<file path="src/rtl/rtr_flags_lookup_pipe.sv">
// Two-stage multi-lookup flag extractor: stage 1 muxes port/message-class
// slices of the shared flag field, stage 2 combines resource classes.
module rtr_flags_lookup_pipe #(
   parameter int num_message_classes  = 2,
   parameter int num_resource_classes = 2,
   parameter int num_ports            = 5,
   parameter int width                = 1,
   parameter int num_lookups          = 2,
   parameter int combine_mode         = 0
) (
   input  logic clk,
   input  logic reset,
   input  logic in_valid,
   output logic in_ready,
   input  logic [0:num_lookups*num_message_classes-1] sel_mc,
   input  logic [0:num_lookups*num_ports-1] route_op,
   input  logic [0:num_lookups*num_resource_classes-1] route_orc,
   input  logic [0:num_ports*num_message_classes*num_resource_classes*width-1] flags_op_opc,
   output logic out_valid,
   input  logic out_ready,
   output logic [0:num_lookups*width-1] flags,
   output logic [0:num_lookups-1] out_err,
   output logic err_sticky,
   input  logic err_clear
);

   localparam int NMC = num_message_classes;
   localparam int NRC = num_resource_classes;
   localparam int NP  = num_ports;
   localparam int W   = width;
   localparam int NL  = num_lookups;
   localparam int SW  = NRC * W;

   logic s1_valid_q, s1_valid_d;
   logic [0:NL*SW-1] s1_rc_q, s1_rc_d;
   logic [0:NL*NRC-1] s1_orc_q, s1_orc_d;
   logic [0:NL-1] s1_err_q, s1_err_d;
   logic s2_valid_q, s2_valid_d;
   logic [0:NL*W-1] s2_flags_q, s2_flags_d;
   logic [0:NL-1] s2_err_q, s2_err_d;
   logic err_sticky_q, err_sticky_d;
   logic s1_adv, s2_adv;
   logic [0:SW-1] sel;
   logic [0:W-1] acc;
   logic any_rc, lerr;

   assign s2_adv   = ~s2_valid_q | out_ready;
   assign s1_adv   = ~s1_valid_q | s2_adv;
   assign in_ready = s1_adv;

   always_comb begin
      sel        = '0;
      s1_valid_d = s1_valid_q;
      s1_rc_d    = s1_rc_q;
      s1_orc_d   = s1_orc_q;
      s1_err_d   = s1_err_q;
      if (s1_adv) begin
         s1_valid_d = in_valid;
         if (in_valid) begin
            for (int i = 0; i < NL; i++) begin
               // AND-OR mux; a bad select is flagged and zeroed later
               sel = '0;
               for (int p = 0; p < NP; p++) begin
                  for (int m = 0; m < NMC; m++) begin
                     if (route_op[i*NP+p] && sel_mc[i*NMC+m]) begin
                        sel = sel | flags_op_opc[(p*NMC+m)*SW +: SW];
                     end
                  end
               end
               s1_rc_d[i*SW +: SW]   = sel;
               s1_orc_d[i*NRC +: NRC] = route_orc[i*NRC +: NRC];
               s1_err_d[i] = !$onehot(sel_mc[i*NMC +: NMC]) ||
                             !$onehot(route_op[i*NP +: NP]);
            end
         end
      end
   end

   always_comb begin
      acc        = '0;
      any_rc     = 1'b0;
      lerr       = 1'b0;
      s2_valid_d = s2_valid_q;
      s2_flags_d = s2_flags_q;
      s2_err_d   = s2_err_q;
      if (s2_adv) begin
         s2_valid_d = s1_valid_q;
         s2_flags_d = '0;
         s2_err_d   = '0;
         if (s1_valid_q) begin
            for (int i = 0; i < NL; i++) begin
               acc    = (combine_mode != 0) ? {W{1'b1}} : {W{1'b0}};
               any_rc = 1'b0;
               for (int r = 0; r < NRC; r++) begin
                  if (s1_orc_q[i*NRC+r]) begin
                     any_rc = 1'b1;
                     if (combine_mode != 0)
                        acc = acc & s1_rc_q[i*SW+r*W +: W];
                     else
                        acc = acc | s1_rc_q[i*SW+r*W +: W];
                  end
               end
               lerr = s1_err_q[i] | ~any_rc;
               s2_err_d[i] = lerr;
               s2_flags_d[i*W +: W] = lerr ? {W{1'b0}} : acc;
            end
         end
      end
   end

   // a set on consume outranks a same-cycle clear
   always_comb begin
      err_sticky_d = (err_sticky_q & ~err_clear) |
                     (s2_valid_q & out_ready & (|s2_err_q));
   end

   always_ff @(posedge clk or posedge reset) begin
      if (reset) begin
         s1_valid_q   <= 1'b0;
         s1_rc_q      <= '0;
         s1_orc_q     <= '0;
         s1_err_q     <= '0;
         s2_valid_q   <= 1'b0;
         s2_flags_q   <= '0;
         s2_err_q     <= '0;
         err_sticky_q <= 1'b0;
      end else begin
         s1_valid_q   <= s1_valid_d;
         s1_rc_q      <= s1_rc_d;
         s1_orc_q     <= s1_orc_d;
         s1_err_q     <= s1_err_d;
         s2_valid_q   <= s2_valid_d;
         s2_flags_q   <= s2_flags_d;
         s2_err_q     <= s2_err_d;
         err_sticky_q <= err_sticky_d;
      end
   end

   assign out_valid  = s2_valid_q;
   assign flags      = s2_flags_q;
   assign out_err    = s2_err_q;
   assign err_sticky = err_sticky_q;

endmodule

</file>
<file path="config.mk">
export PLATFORM = sky130hd
export DESIGN_NAME = rtr_flags_lookup_pipe
export DESIGN_NICKNAME = d
export VERILOG_FILES = /design/src/rtl/rtr_flags_lookup_pipe.sv
export SDC_FILE = /design/constraint.sdc
export NUM_CORES = 1
export LEC_CHECK = 0
export BUFFER_PORTS_ARGS = -buffer_cell sky130_fd_sc_hd__buf_2
export CAP_MARGIN = 0
export CORE_AREA = 3 3 52 54
export DETAILED_ROUTE_END_ITERATION = 8
export DIE_AREA = 0 0 55 57
export PLACE_DENSITY = 0.79
export SLEW_MARGIN = 20
export SYNTH_ARGS = -nofsm -noshare
export SYNTH_HDL_FRONTEND = slang
export SYNTH_SLANG_ARGS = --single-unit
</file>
<file path="constraint.sdc">
create_clock -name clk -period 2.4 [get_ports clk]
set_input_delay 0 -clock clk [delete_from_list [all_inputs] [get_ports clk]]
set_output_delay 0 -clock clk [all_outputs]
set_load 0.01 [all_outputs]
</file>
* Word level (Yosys, flattened, before mapping) *
Cells that the tools add are included.

cells by class
  $add $sub $neg = 10
  eq/ne operators = 4
  mux-type cells = 76
  bitwise logic cells = 33
  reduce and logical (&&, ||, !) cells = 28

operators by type and width
  cell                  number
  $mux W2               58
  $or A2 B2 Y2          18
  $logic_and A1 B1 Y1   20
  $mux W1               18
  $add A1 B1 Y2         6
  $or A1 B1 Y1          7
  $add A2 B2 Y3         2
  $add A3 B1 Y3         2
  $eq A3 B1 Y1 const B  2
  $not A1 Y1            5
  $eq A2 B1 Y1 const B  2
  $logic_not A1 Y1      4
  $and A1 B1 Y1         3
  $logic_or A1 B1 Y1    2
  $reduce_and A2 Y1     1
  $reduce_or A2 Y1      1

word-level totals
  bits in registers = 17
  bits of input ports = 43
  output and inout port bits = 7

* Longest topological paths before layout *
  word-level depth = 38
  mapped depth = 7

* Worst setup path after synthesis *
Ideal clock, no wire load.

  kind = in2reg
  start = in route_op[4] (netlist bit)
  end = reg s1_err_q[0] (netlist bit)
  arrival = 1490 ps
  required time = 2272 ps
  setup slack = 783 ps
  stages = 7
  buffers on the path = 0
  cells stage by stage = fa_1 > inv_1 > fa_1 > inv_1 > ha_1 > nor4_1 > o21ai_0

between the ends
  word-level cells in the longest chain between the ends = 6

RTL lines
  what                  RTL line  text
  from (decl)           16        input logic [0:num_lookups*num_ports-1] route_op,
  $add A1 B1 Y2         73        !$onehot(route_op[i*NP +: NP]);
  $add A2 B2 Y3         73
  $add A3 B1 Y3         73
  $eq A3 B1 Y1          73
  $logic_not A1 Y1      73
  $logic_or A1 B1 Y1    72        s1_err_d[i] = !$onehot(sel_mc[i*NMC +: NMC]) ||
  to (signal assigned)  131       s1_err_q <= s1_err_d;
  to (decl)             37        logic [0:NL-1] s1_err_q, s1_err_d;

No other way between the ends.
A chain may end at the register's enable or synchronous reset.

* Worst setup path in the final report *
Ends and elaborated chain as after synthesis.

==> results.md <==
* Ports at 50
* Crit path launch type: primary input
* Final setup TNS at 0 ps
* Drt total wl at approximately 3 mm
* Mux cell area share after synthesis at 0%
* Critical path data arrival time at about 1700 ps
* Maxcap violations at 0
* Postcts setup bufs at 0
* Netlist cell types at 22
* Ys async rst share at 100%
* RR Startpoint: out_valid
* Clock Tree Root: clkbuf_4
* PwrDens at 502 mW/mm2
* Slew HR at slightly below 60%
* Outcome: completed
* Iteration-0 DRC count of the detailed router at 46
* Aggregate global-route resource usage at approximately 20%
* Adder-Cell Fraction of Synth Area at about 9.6%
* Hold depth at 3
* Synth Net Count at between 150 and 200
* Seq/Total Area, Yosys at between 30% and 40%
* Reg2reg path depth at 2
* Final GP Congestion at between 0.9 and 1
* Period utilization at ~66%
* Area after DPL at roughly 0.0013 mm2
* Core area at 0.00225 mm2
* Min-delay src: sel_mc[1]
* Crit path from: route_op[4]
* Xor and xnor area share after synthesis at roughly 1.6%
* Finished Core Util at approximately 64%
* Reg2Reg Capture Point: out_err[1]
* CTS Sinks at 17
* Worst Skew at 2.35 ps
* Drt pass-1 iters at 4
* Power Total at roughly 0.73 mW
* Fill count at approximately 210
* NumNets Final at 227
* Synth Area in Simple Gates at approximately a quarter
* DRC Markers at 0
* Post-CTS sizing at 0
* Vias in the first global route at around 1.2k
* Hold path endpoint: s1_rc_q[0]
* Post-synth top flop: dfrtp_1
* TritonCTS Buffers at 3
* Vias at roughly 1.2k
* Dpl hpwl at around 2.4 mm
* CP Class: primary input to flip-flop
* Worst setup margin at between 800 and 900 ps
* Largest family of logic cells by synthesized area: simple AND/OR/NAND/NOR gates
* Number of synthesized flops with an enable pin at 0
* CTS tree: yes
* Clock tree buffer depth at 2
* Share of cells above drive strength 1 at between 30% and 40%
* Worst slew pin tran at 629 ps
* Initial core utilization at about half
* Htree depth at 1
* Max frequency at 0.629 GHz
* Cell area after layout at roughly 0.0014 mm2
* Most common cell after layout, fill and taps aside: buf_2
* Chip Width at 55 um
* IO buf count at 49
* RSZ-0062 raised after global routing: no
* Cells after synthesis at 119
* Worst setup slack after placement at approximately 530 ps
* FF+latch count, synth at 17
* Final Hold Fails at 0
* Initial antenna violation count at 0
* Leak at approximately 0.75 nW
* Largest net degree at the start of global routing at 18
* Hold Crit Class: primary input to flip-flop
* Clk slew on worst S/H paths at around 90 ps
* Post-Syn Area at around 0.0011 mm2
* ANT nets after route at 0
* Most frequent cells in the layout: buf_2 (49), nand2_1 (31), dfrtp_1 (17)
* Row count at 17
* Clock Latency Late Sink at approximately 270 ps
* Total grt overflow at 0
* Compound-Gate Fraction of Synth Area at slightly below 20%
* Drt wl/cell at roughly 15 um
* Required @ worst endpoint at about 2600 ps
* First-pass GRT wire length at 4.77 mm
* Die H at between 50 and 60 um
* Die area at between 0.003 and 0.004 mm2
* Hold Buf Count CTS at 8
* # diodes at 0
* Critical path fanouts, max at 5
* CP Capture Type: flip-flop
* Worst R2R Setup Slack at roughly 1200 ps
* Layout area overhead at 32.7%
* Avg Cell Area, Syn at just over 9 um2
* Drt via density at 5.63
* Setup violators final at 0
* Final min period at roughly 1600 ps
* VDD IR max at 0.287 mV
* Max Slew Vio Count at 0
* Synth warnings at 0
## cell type report
type                       instances  area (um2)  area share (%)
timing repair buffer              57         325            22.5
clock buffer                       4        26.3            1.82
sequential                        17         425            29.4
multi-input combinational         88         593            41.0
tap                               28        35.0            2.42
inverter                          11        41.3            2.85
## sequential cells by signal, summed over array words and instances, names as in the netlist
| name | count |
|---|---|
| s1_orc_q | 4 |
| s1_rc_q | 4 |
| flags | 2 |
| out_err | 2 |
| s1_err_q | 2 |
| err_sticky | 1 |
| out_valid | 1 |
| s1_valid_q | 1 |
## worst max path at each step
stage,end,slack [ps]
floorplan,s1_err_q[0],780
global placement,s1_err_q[0],590
detailed placement,s1_err_q[0],530
CTS,s1_err_q[0],810
global route,s1_err_q[0],630
finish,s1_err_q[0],810
## layer usage
metal  global-route usage (%)  part of all wire (%)  vias to the layer above
met2                     33.3                    49                       67
met3                     1.83                   7.6                        8
met1                     25.6                    41                      531
met4                     7.99                   2.6                        0
met5                        0                     0                        -
li1                         -                     -                      549
## power by group
group	internal [mW]	total [mW]	switching [mW]	leakage, nW
Combinational	0.106	0.224	0.118	0.527
Sequential	0.328	0.359	0.0307	0.203
Clock	0.0643	0.143	0.0788	0.0150
## per-stage QoR
stage | cells | hold slack (ps)
after floorplan | 119 | -73.9
after global placement | 193 | 100
after detailed placement | 193 | 102
after CTS | 205 | 0.988
after global routing | 205 | 9.42
final | 205 | 2.97
## synth_stat cells (4+ instances only)
| library cell | instances | share of area [%] |
|---|---|---|
| o21ai_0 | 7 | 3.2 |
| a222oi_1 | 8 | 7.3 |
| fa_1 | 4 | 7.3 |
| nand2_1 | 31 | 11 |
| inv_1 | 11 | 3.8 |
| nand3_1 | 10 | 4.6 |
| a22oi_1 | 10 | 6.9 |
| dfrtp_1 | 17 | 39 |
## critical path, stage by stage
cell and delay [ps]:
buf_2 140, fa_1 540, inv_1 50, fa_1 350
inv_1 60, ha_1 220, nor4_1 280, o21ai_0 110
## logic make-up (layout without fill, tap and decap cells)
logic type,count (synthesis),after routing
buf+inv,14,72
simple gates,52,52
flops,17,17
fa+ha+maj,6,6
xor+xnor,2,2
compound gates,28,28
Note: power is estimated with default switching activity, not from simulation.
